==> config.mk <==
export PLATFORM = sky130hd
export DESIGN_NAME = partition_sweep_ctrl
export DESIGN_NICKNAME = d
export VERILOG_FILES = /design/src/rtl/partition_sweep_ctrl_pkg.sv /design/src/rtl/partition_sweep_ctrl_err_accum.sv /design/src/rtl/partition_sweep_ctrl.sv
export SDC_FILE = /design/constraint.sdc
export NUM_CORES = 1
export LEC_CHECK = 0
export CAP_MARGIN = 0
export CORE_MARGIN = 10
export CORE_UTILIZATION = 25
export CTS_CLUSTER_SIZE = 16
export DETAILED_ROUTE_END_ITERATION = 8
export PLACE_DENSITY = 0.56
export SYNTH_ARGS = -nofsm -noshare
export SYNTH_HDL_FRONTEND = slang
export SYNTH_HIERARCHICAL = 1
export SYNTH_SLANG_ARGS = --single-unit
==> constraint.sdc <==
create_clock -name clk -period 2.8 [get_ports clk]
set_input_delay 0.84 -clock clk [delete_from_list [all_inputs] [get_ports clk]]
set_output_delay 0.84 -clock clk [all_outputs]
set_load 0.03 [all_outputs]
==> src/rtl/partition_sweep_ctrl_pkg.sv <==
// Shared types and width helpers for the partition sweep controller.
package partition_sweep_ctrl_pkg;

    typedef enum logic [1:0] {
        ST_IDLE    = 2'd0,
        ST_SETTLE  = 2'd1,
        ST_CAPTURE = 2'd2,
        ST_DONE    = 2'd3
    } sweep_state_e;

    // mismatch_cnt has to hold 2**n_in, the all-patterns-differ case
    function automatic int unsigned mismatch_cnt_w(input int unsigned n_in);
        return n_in + 32'd1;
    endfunction

    function automatic int unsigned ham_total_w(input int unsigned n_in, input int unsigned n_out);
        return n_in + 32'($clog2(n_out + 32'd1));
    endfunction

endpackage

==> src/rtl/partition_sweep_ctrl_err_accum.sv <==
// Error metric accumulator: mismatch count, total bit flips and largest absolute error.
module sweep_err_accum
    import partition_sweep_ctrl_pkg::*;
#(
    parameter int unsigned N_IN  = 7,
    parameter int unsigned N_OUT = 4
) (
    input  logic                                  clk,
    input  logic                                  rst_n,
    input  logic                                  clear_i,
    input  logic                                  en_i,
    input  logic [N_OUT-1:0]                      exact_i,
    input  logic [N_OUT-1:0]                      approx_i,
    output logic [mismatch_cnt_w(N_IN)-1:0]       mismatch_cnt_o,
    output logic [ham_total_w(N_IN, N_OUT)-1:0]   ham_total_o,
    output logic [N_OUT-1:0]                      max_abs_err_o
);

    localparam int unsigned MW = mismatch_cnt_w(N_IN);
    localparam int unsigned HW = ham_total_w(N_IN, N_OUT);
    localparam int unsigned PW = $clog2(N_OUT + 1);

    logic [MW-1:0]    mismatch_cnt_q;
    logic [HW-1:0]    ham_total_q;
    logic [N_OUT-1:0] max_abs_err_q;

    logic [N_OUT-1:0] flips_c;
    logic [PW-1:0]    pop_c;
    logic [N_OUT:0]   diff_c;
    logic [N_OUT-1:0] abs_err_c;

    // Difference is taken one bit wider so its sign bit selects the negation
    always_comb begin
        flips_c = exact_i ^ approx_i;
        pop_c   = '0;
        for (int unsigned i = 0; i < N_OUT; i++) begin
            pop_c = pop_c + PW'(flips_c[i]);
        end
        diff_c    = {1'b0, exact_i} - {1'b0, approx_i};
        abs_err_c = diff_c[N_OUT] ? (~diff_c[N_OUT-1:0] + 1'b1) : diff_c[N_OUT-1:0];
    end

    always_ff @(posedge clk or negedge rst_n) begin
        if (!rst_n) begin
            mismatch_cnt_q <= '0;
            ham_total_q    <= '0;
            max_abs_err_q  <= '0;
        end else if (clear_i) begin
            mismatch_cnt_q <= '0;
            ham_total_q    <= '0;
            max_abs_err_q  <= '0;
        end else if (en_i) begin
            mismatch_cnt_q <= mismatch_cnt_q + MW'(flips_c != '0);
            ham_total_q    <= ham_total_q + HW'(pop_c);
            if (abs_err_c > max_abs_err_q) begin
                max_abs_err_q <= abs_err_c;
            end
        end
    end

    assign mismatch_cnt_o = mismatch_cnt_q;
    assign ham_total_o    = ham_total_q;
    assign max_abs_err_o  = max_abs_err_q;

endmodule

==> src/rtl/partition_sweep_ctrl.sv <==
// Exhaustive input sweep comparing an exact and an approximate partition.
module partition_sweep_ctrl
    import partition_sweep_ctrl_pkg::*;
#(
    parameter int unsigned N_IN   = 7,
    parameter int unsigned N_OUT  = 4,
    parameter int unsigned SETTLE = 2
) (
    input  logic                                  clk,
    input  logic                                  rst_n,
    input  logic                                  start,
    input  logic                                  abort,
    output logic [N_IN-1:0]                       pi_o,
    input  logic [N_OUT-1:0]                      po_exact_i,
    input  logic [N_OUT-1:0]                      po_approx_i,
    output logic                                  busy,
    output logic                                  done,
    output logic                                  aborted,
    output logic [mismatch_cnt_w(N_IN)-1:0]       mismatch_cnt,
    output logic [ham_total_w(N_IN, N_OUT)-1:0]   ham_total,
    output logic [N_OUT-1:0]                      max_abs_err
);

    localparam int unsigned CW       = (SETTLE > 0) ? $clog2(SETTLE + 1) : 1;
    localparam logic [N_IN-1:0] PI_LAST = '1;
    // With no settle time every pattern goes straight to capture
    localparam sweep_state_e ST_FIRST = (SETTLE == 0) ? ST_CAPTURE : ST_SETTLE;

    sweep_state_e    state_q, state_d;
    logic [N_IN-1:0] pi_q, pi_d;
    logic [CW-1:0]   cnt_q, cnt_d;
    logic            busy_q, busy_d;
    logic            done_q, done_d;
    logic            aborted_q, aborted_d;
    logic            clear_c;
    logic            capture_c;

    always_ff @(posedge clk or negedge rst_n) begin
        if (!rst_n) begin
            state_q   <= ST_IDLE;
            pi_q      <= '0;
            cnt_q     <= '0;
            busy_q    <= 1'b0;
            done_q    <= 1'b0;
            aborted_q <= 1'b0;
        end else begin
            state_q   <= state_d;
            pi_q      <= pi_d;
            cnt_q     <= cnt_d;
            busy_q    <= busy_d;
            done_q    <= done_d;
            aborted_q <= aborted_d;
        end
    end

    always_comb begin
        state_d   = state_q;
        pi_d      = pi_q;
        cnt_d     = cnt_q;
        aborted_d = aborted_q;
        clear_c   = 1'b0;
        capture_c = 1'b0;
        unique case (state_q)
            ST_IDLE: begin
                if (start) begin
                    pi_d      = '0;
                    cnt_d     = CW'(SETTLE);
                    aborted_d = 1'b0;
                    clear_c   = 1'b1;
                    state_d   = ST_FIRST;
                end
            end
            ST_SETTLE: begin
                if (abort) begin
                    aborted_d = 1'b1;
                    state_d   = ST_DONE;
                end else if (cnt_q <= CW'(1)) begin
                    state_d = ST_CAPTURE;
                end else begin
                    cnt_d = cnt_q - CW'(1);
                end
            end
            ST_CAPTURE: begin
                if (abort) begin
                    aborted_d = 1'b1;
                    state_d   = ST_DONE;
                end else begin
                    capture_c = 1'b1;
                    if (pi_q == PI_LAST) begin
                        state_d = ST_DONE;
                    end else begin
                        pi_d    = pi_q + 1'b1;
                        cnt_d   = CW'(SETTLE);
                        state_d = ST_FIRST;
                    end
                end
            end
            ST_DONE: begin
                state_d = ST_IDLE;
            end
            default: begin
                state_d = ST_IDLE;
            end
        endcase
        busy_d = (state_d != ST_IDLE);
        done_d = (state_d == ST_DONE);
    end

    sweep_err_accum #(
        .N_IN  (N_IN),
        .N_OUT (N_OUT)
    ) u_accum (
        .clk            (clk),
        .rst_n          (rst_n),
        .clear_i        (clear_c),
        .en_i           (capture_c),
        .exact_i        (po_exact_i),
        .approx_i       (po_approx_i),
        .mismatch_cnt_o (mismatch_cnt),
        .ham_total_o    (ham_total),
        .max_abs_err_o  (max_abs_err)
    );

    assign pi_o    = pi_q;
    assign busy    = busy_q;
    assign done    = done_q;
    assign aborted = aborted_q;

endmodule

== Word-level counts from Yosys, hierarchy flattened ==
Cells that the tools add are included.
Operators by class
  mux-type cells: 31
  add/subtract/negate cells: 9
  reductions and logical operators: 13
  bitwise gates (word level): 2
  magnitude comparators: 2
  eq/ne operators: 11
Operators with widths (number)
  $mux 7: 3
  $mux 10: 2
  $mux 2: 10
  $mux 4: 4
  $mux 8: 2
  $pmux 7 s2: 1
  $add 10x3->10: 1
  $ne 2x2->1 const B: 5
  $reduce_bool 2->1: 5
  $add 8x1->8: 1
  $pmux 2 s4: 1
  $add 7x1->7 const B: 1
  $eq 7x7->1 const B: 1
  $add 3x1->3: 2
  $eq 2x2->1 const B: 3
  $mux 1: 6
  $pmux 2 s3: 1
  $reduce_and 6->1: 1
  $sub 4x4->5: 1
  $add 4x1->4 const B: 1
  $gt 4x4->1: 1
  $not 4->4: 1
  $reduce_and 4->1: 1
  $reduce_bool 4->1: 1
  12 further kinds: 12
Storage, ports and cells
  register bits: 36
  bits of input ports: 12

== Logic depth before layout (Yosys ltp) ==
  depth in word-level cells: 8
  mapped depth: 14
  mapped depth without buffers: 14

== Modules after synthesis ==
Netlist, hierarchy kept.
By module, submodules not included
  sweep_err_accum: cells each 142, instances 1, area each 1415.1 um^2
  partition_sweep_ctrl: cells each 92, instances 1, area each 882.1 um^2

== Worst setup path after synthesis ==
No wires, ideal clock.
  kind: input to register
  start: in po_exact_i[0]
  end: reg u_accum.max_abs_err_q[0], in the netlist u_accum/max_abs_err_o[0]
  stages on the path: 13
  buffers on the path: 0
  data required time: 2.668 ns
  setup slack: -0.442 ns
  arrival time: 3.110 ns
  cells stage by stage: inv_1 -> ha_1 -> inv_1 -> fa_1 -> a21o_1 -> a21oi_1 -> mux2_2 -> ha_1 -> nor2b_1 -> o211ai_1 -> a21oi_4 -> mux2i_1 -> nor2_1
On the way
  longest elaborated chain between the ends: 7
  elaborated cells on any way between the ends: 10
  classes of those cells: add/sub (2); order compare (1); mux (4); bitwise (1); reduce/logical (2)
RTL lines
  start: declaration: line partition_sweep_ctrl.sv:14  | input logic [N_OUT-1:0] po_exact_i,
  $sub 4x4->5 *: line partition_sweep_ctrl_err_accum.sv:39  | diff_c = {1'b0, exact_i} - {1'b0, approx_i};
  $not 4->4: line partition_sweep_ctrl_err_accum.sv:40  | abs_err_c = diff_c[N_OUT] ? (~diff_c[N_OUT-1:0] + 1'b1) : diff_c[N_OUT-1:0];
  $add 4x1->4: line partition_sweep_ctrl_err_accum.sv:40
  $mux 4 *: line partition_sweep_ctrl_err_accum.sv:40
  $gt 4x4->1 / $mux 4 (equally long branches): line partition_sweep_ctrl_err_accum.sv:55  | if (abs_err_c > max_abs_err_q) begin
  $reduce_bool 2->1 (no source line) / $mux 4 (equally long branches)
  $reduce_and 2->1 (no source line) / $mux 4 (equally long branches)
  end signal: assignment: line partition_sweep_ctrl_err_accum.sv:56  | max_abs_err_q <= abs_err_c;
  end: declaration: line partition_sweep_ctrl_err_accum.sv:25  | logic [N_OUT-1:0] max_abs_err_q;
Mark *: on every way between the ends. The rest lies on a longest branch, timed or not. The select of a mux whose other input is x is not followed.
A chain may end at the register's enable or synchronous reset.

== Worst setup path in the final report ==
  start: in po_exact_i[0]
  end: reg u_accum.max_abs_err_q[1], in the netlist u_accum/max_abs_err_o[1]
The elaborated chain is that of the path after synthesis.

==> flow_metrics.py <==
metrics = {
    "sta": {
        "fin_ws_ns": -0.302,
        "worstMarginPinSlew_ns": 0.841,
        "setup_viol": 4,
        "hold_violations": 0,
        "setup-tns-final_ns": -1.09,
        "min_period_over_period_pct": 111,
        "maxSlewHeadroom_pct": 43.9,
        "fin_skew_ns": 0.0115,
        "drv_slew": 0,
        "max_clock_freq_mhz": 322,
        "rsz0062_at_grt": "true",
        "period_minus_slack_ns": 3.10,
        "hold_ws_ns": 0.554,
    },
    "final_layout": {
        "fillers": 908,
        "drive_gt1_share_pct": 23.1,
        "nets": 341,
        "areaGrowthSynthToFinish_pct": 41.8,
        "antenna_cells": 0,
        "final_area_sq_um": 3260,
        "fin_util_pct": 36.8,
    },
    "logic_synthesis": {
        "synth_top_area_cell": "dfrtp_1",
        "postSynthAreaPerCell_sq_um": 9.82,
        "synth_area_leaders": "dfrtp_1 (39%), ha_1 (10%), nor2_1 (4.2%)",
        "synth.net_count": 269,
        "ys_ff_latch": 36,
        "async_reset_ff_share_pct": 100,
        "yosys_warnings": 6,
        "syn_inst": 234,
        "ys_types": 44,
        "synth-edff-count": 0,
        "yosysSeqAreaShare_pct": 39.2,
        "synth_top_area_share_pct": 39.2,
        "synth-main-ff-cell": "dfrtp_1",
        "syn-cell-area_sq_um": 2300,
    },
    "die": {
        "pin_count": 44,
        "die_h_microns": 116,
        "die_w_microns": 116,
        "die_area_sq_um": 13400,
        "start_util_pct": 26.0,
        "core_area_sq_um": 8850,
        "rows": 34,
    },
    "placed_design": {
        "hpwl_microns": 4430,
        "place_congestion": 0.799,
        "dpl_cell_area_sq_um": 3060,
        "io_buffers": 43,
    },
    "routing": {
        "viasPerCell": 4.72,
        "drt-total-wl_microns": 5870,
        "drc": 0,
        "drt_iter0_markers": 61,
        "vias": 1960,
        "first_pass_iters": 4,
        "routedWlPerCell_microns": 14.2,
        "antenna_left": 0,
    },
    "setup_path": {
        "cp.arrival_ns": 3.28,
        "critPathMaxStageDelay_ns": 0.55,
        "r2r_cells": 10,
        "cp_data_required_time_ns": 2.97,
        "crit_path_cell_trace": "buf_8 > inv_12 > ha_4 > inv_2 > fa_2 > inv_2 > ha_4 > mux2_4 > ha_4 > nor2b_1 > o211ai_1 > a21oi_4 > mux2i_1 > nor2_1",
        "crit_fanout": 4,
        "crit_buf_inv": 4,
        "cp-end-kind": "register",
        "crit_type": "primary input to register",
        "startpoint_type": "primary input",
        "r2r_slack_ns": 0.47,
        "critPathSlowestCell": "fa_2",
        "r2r_start": "u_accum/ham_total_o[0]",
        "r2r-end": "u_accum/ham_total_o[8]",
        "cp_top_family": "adder cells",
        "path_common_cell": "ha_4",
    },
    "global_route": {
        "antenna_found_initial": 0,
        "grt_pass1_vias": 2026,
        "grt_pass1_wl_microns": 10200,
        "overflow": 0,
        "grt_max_degree": 37,
        "grt_use_total_pct": 9.15,
    },
    "cts": {
        "numCtsBuffers": 5,
        "cts_root_buf": "clkbuf_8",
        "cts_hold_buf": 0,
        "clkSlewWorstSetupHoldPaths_ns": 0.07,
        "cts_tree": "yes",
        "clk_latency_ns": 0.29,
        "h-tree-depth": 2,
        "clock-sinks": 36,
        "clk_path_buf_depth": 2,
    },
    "worst_hold_path": {
        "hold_path.class": "register to register",
        "hold_path_end": "u_accum/ham_total_o[9]",
        "min_delay_path_depth": 2,
        "worstHoldStart": "u_accum/ham_total_o[9]",
    },
    "run_status": {
        "status": "finished with violations",
        "violations": "setup timing",
    },
    "pwr": {
        "power_per_cell_area_nw_per_um2": 776,
        "leakage_uw": 0.00143,
        "ir_drop_uv": 499,
    },
    "job": {
        "max_cap_violations": 0,
    },
}
[metal layers]
metal / share of wire [%] / wire length [microns] / track usage, %
met1: 47 / 2790 / 11.9
met2: 46 / 2700 / 14.3
met3: 6.1 / 358 / 3.20
met4: 0.48 / 28 / 2.00
met5: 0 / 0 / 0
[cell usage in the layout (no fill, tap or decap), types with 9 or more instances in the layout]
| cell | Yosys | routed |
|---|---|---|
| a21oi_1 | 12 | 10 |
| dfrtp_1 | 36 | 36 |
| nor2_1 | 26 | 25 |
| ha_1 | 19 | 13 |
| mux2i_1 | 9 | 9 |
| buf_4 | 0 | 28 |
| inv_1 | 23 | 15 |
| nand2_1 | 12 | 12 |
| nand3_1 | 10 | 10 |
| clkdlybuf4s50_1 | 0 | 34 |
[flip-flops by register name (all words and copies together), names as in the netlist]
name                    cells
u_accum/ham_total_o        10
u_accum/mismatch_cnt_o      8
pi_o                        7
u_accum/max_abs_err_o       4
cnt_q                       2
state_q                     2
aborted                     1
busy                        1
done                        1
[Yosys cell counts (2+ instances only)]
library cell and n:
nand4_1 7, nor2b_1 3, a211oi_1 2, o22ai_1 2, nand2_1 12, a31oi_1 3
mux2i_1 9, nor2_1 26, dfrtp_1 36, nand2b_1 3, clkbuf_1 4, xnor2_1 7
nand3_1 10, a21o_1 4, o21ai_0 8, or3_1 2, ha_1 19, o211ai_1 4
and3_1 3, fa_1 4, xor2_1 7, buf_2 2, nor4b_1 2, nor4_1 2
a21oi_1 12, inv_1 23
[layout make-up]
type / count / area, sq um / share of cell area [%]
sequential: 36 / 901 / 27.7
multi-input combinational: 169 / 1400 / 42.8
tap: 108 / 135 / 4.15
clock buffer: 6 / 82.6 / 2.54
clock inverter: 2 / 10.0 / 0.307
timing repair buffer: 71 / 632 / 19.4
inverter: 23 / 101 / 3.11
[worst register-to-register path, cell delays in order, from the launching register on]
cell and delay, ns:
dfrtp_1 0.38, inv_1 0.07, fa_1 0.55, inv_2 0.04, fa_2 0.34, fa_2 0.35
o211ai_1 0.12, nor2_2 0.06, nand3_1 0.09, xor2_1 0.15, nor2_1 0.06
[how the worst max path moves through the flow]
stage | cells after the start | end | from
final | 14 | u_accum/max_abs_err_o[1] | po_exact_i[0]
after global routing | 14 | u_accum/max_abs_err_o[1] | po_exact_i[0]
after detailed placement | 14 | u_accum/max_abs_err_o[1] | po_exact_i[0]
after global placement | 14 | u_accum/max_abs_err_o[1] | po_exact_i[0]
after floorplan | 13 | u_accum/max_abs_err_o[1] | po_exact_i[0]
after CTS | 14 | u_accum/max_abs_err_o[1] | po_exact_i[0]
[logic make-up (layout without fill, tap and decap cells)]
group           Yosys count  after routing  share of synthesized area [%]
simple gates             73             73                           15.8
compound gates           48             48                           15.5
flops                    36             36                           39.2
buf+inv                  29            102                           4.85
fa+ha+maj                23             23                           13.8
xor+xnor                 15             15                           6.32
mux                      10             10                           4.41
[repair_timing]
item                                    in CTS  in global routing
setup buffers                                2                  4
pin swaps                                   19                 19
endpoints found under the setup margin      13                  8
gates resized for setup                     38                  6
[power by group]
group	internal [uW]	switching [uW]	leakage, uW
logic	618	739	0.000895
clock network	197	200	0.0000510
registers	640	133	0.000484
[metrics by stage]
step / cells / setup WS, ns / total power [uW]
after floorplan: 234 / -0.388 / 1590
after global placement: 401 / -1.07 / 2060
after detailed placement: 401 / -1.16 / 2080
after CTS: 411 / -0.356 / 2520
after global routing: 415 / -0.430 / 2760
final: 415 / -0.302 / 2530
(Power assumes the default switching activity.)
==> RTL edit, RTL diff (same settings) <==
`N_IN` is set to 7 in 2 places; all go to 8.
--- a/src/rtl/partition_sweep_ctrl_err_accum.sv
+++ b/src/rtl/partition_sweep_ctrl_err_accum.sv
@@ -2,7 +2,7 @@
 module sweep_err_accum
     import partition_sweep_ctrl_pkg::*;
 #(
-    parameter int unsigned N_IN  = 7,
+    parameter int unsigned N_IN  = 8,
     parameter int unsigned N_OUT = 4
 ) (
     input  logic                                  clk,
--- a/src/rtl/partition_sweep_ctrl.sv
+++ b/src/rtl/partition_sweep_ctrl.sv
@@ -2,7 +2,7 @@
 module partition_sweep_ctrl
     import partition_sweep_ctrl_pkg::*;
 #(
-    parameter int unsigned N_IN   = 7,
+    parameter int unsigned N_IN   = 8,
     parameter int unsigned N_OUT  = 4,
     parameter int unsigned SETTLE = 2
 ) (
Ports: changed (resized ham_total, mismatch_cnt and pi_o); port bits go from 44 to 47. No check against the original RTL was run, so the function may have changed too.
==> RTL edit against the unedited design <==
Core utilization shrank 0.15 points; synthesized cell count grew 2.6%; power grew 7.0%; sequential cell count grew 3; worst setup slack lost 0.0070 ns; final cell count grew 6.5%; synthesized area grew 3.9%; clock power grew 23%; highest routed layer unchanged; non-clock buffer count is the same; cell area grew 4.5%; wire length grew 1.8%; largest cell class unchanged; the run still ends with negative setup slack left; count of clock-buffer cells in the layout is the same; sequential power grew 5.3%; combinational power grew 3%.
==> RTL edit: results (changes against the unedited design) <==
- Pre-CTS WS: -1.16 ns (-0.00504 ns)
- Synth top area cells: dfrtp_1, ha_1, mux2i_1, xor2_1, nor2_1
- Largest net degree at the start of global routing: 17 (-54%)
- Clk power: 0.488 mW (+23%)
- Setup ws final: -0.309 ns (-0.00701 ns)
- Drt wl/cell: 13.5 um (-4.4%)
- Register area share after synthesis: 40.9% (+1.7 points)
- Violated checks: negative setup slack
- Syn nets: 275 (+2.2%)
- Storage cell area: 976 um2 (+8.3%)
- WP data arrival: 3.29 ns (about the same)
- CTS Sinks: 39 (+8.3%)
- Worst VDD drop: 418 uV (-16%)
- Layout Nets: 347 (+1.8%)
- M1 GR Usage: 10.4% (-1.5 points)
- Number of flip-flops in the largest register: 11 (+1)
- GRT met2 Usage: 14.0% (-0.31 points)
- Initial DRC Count: 47 (-23%)
- Met2 routed WL: 2.95 mm (+9.4%)
- Power per cell area: 795 nW/um2 (+2.4%)
- Non-clock buffering overhead: 18.8% (-0.61 points)
- First-pass GRT wire length: 9.90 mm (-2.9%)
- Final setup vio count: 4 (unchanged)
- M1 wire length: 2.73 mm (-2.1%)
- Outcome: complete, but fails checks
- Number of fill cells in the layout: 935 (+3.0%)
- Layout cells sized above 1: 23.0% (-0.12 points)
==> RTL edit: changes by cell type after synthesis, sizes merged, moves of 3 or more <==
| cell | change |
|---|---|
| o21ai | +5 |
| nand2 | +4 |
| dfrtp | +3 |
| o21a | +4 |
| and3 | -4 |
| xnor2 | -3 |
| inv | -3 |
| nand4 | +3 |
| xor2 | +5 |
==> RTL edit: cells by family (layout without fill, tap and decap cells) <==
kind of cell    after synthesis  count (layout)  share of synthesized area, %
fa+ha+maj                    23              23                          13.3
mux                          14              14                          6.03
xor+xnor                     17              17                          6.81
buf+inv                      26              99                          4.61
compound gates               42              42                          12.0
flops                        39              39                          40.9
simple gates                 79              79                          16.4
==> RTL edit: what timing repair did <==
action | 4_1_cts | 5_1_grt
pin swaps | 21 | 25
resized for setup | 39 | 8
endpoints found under the hold margin | 0 | 0
setup buffers | 4 | 2
setup endpoints to repair | 18 | 11
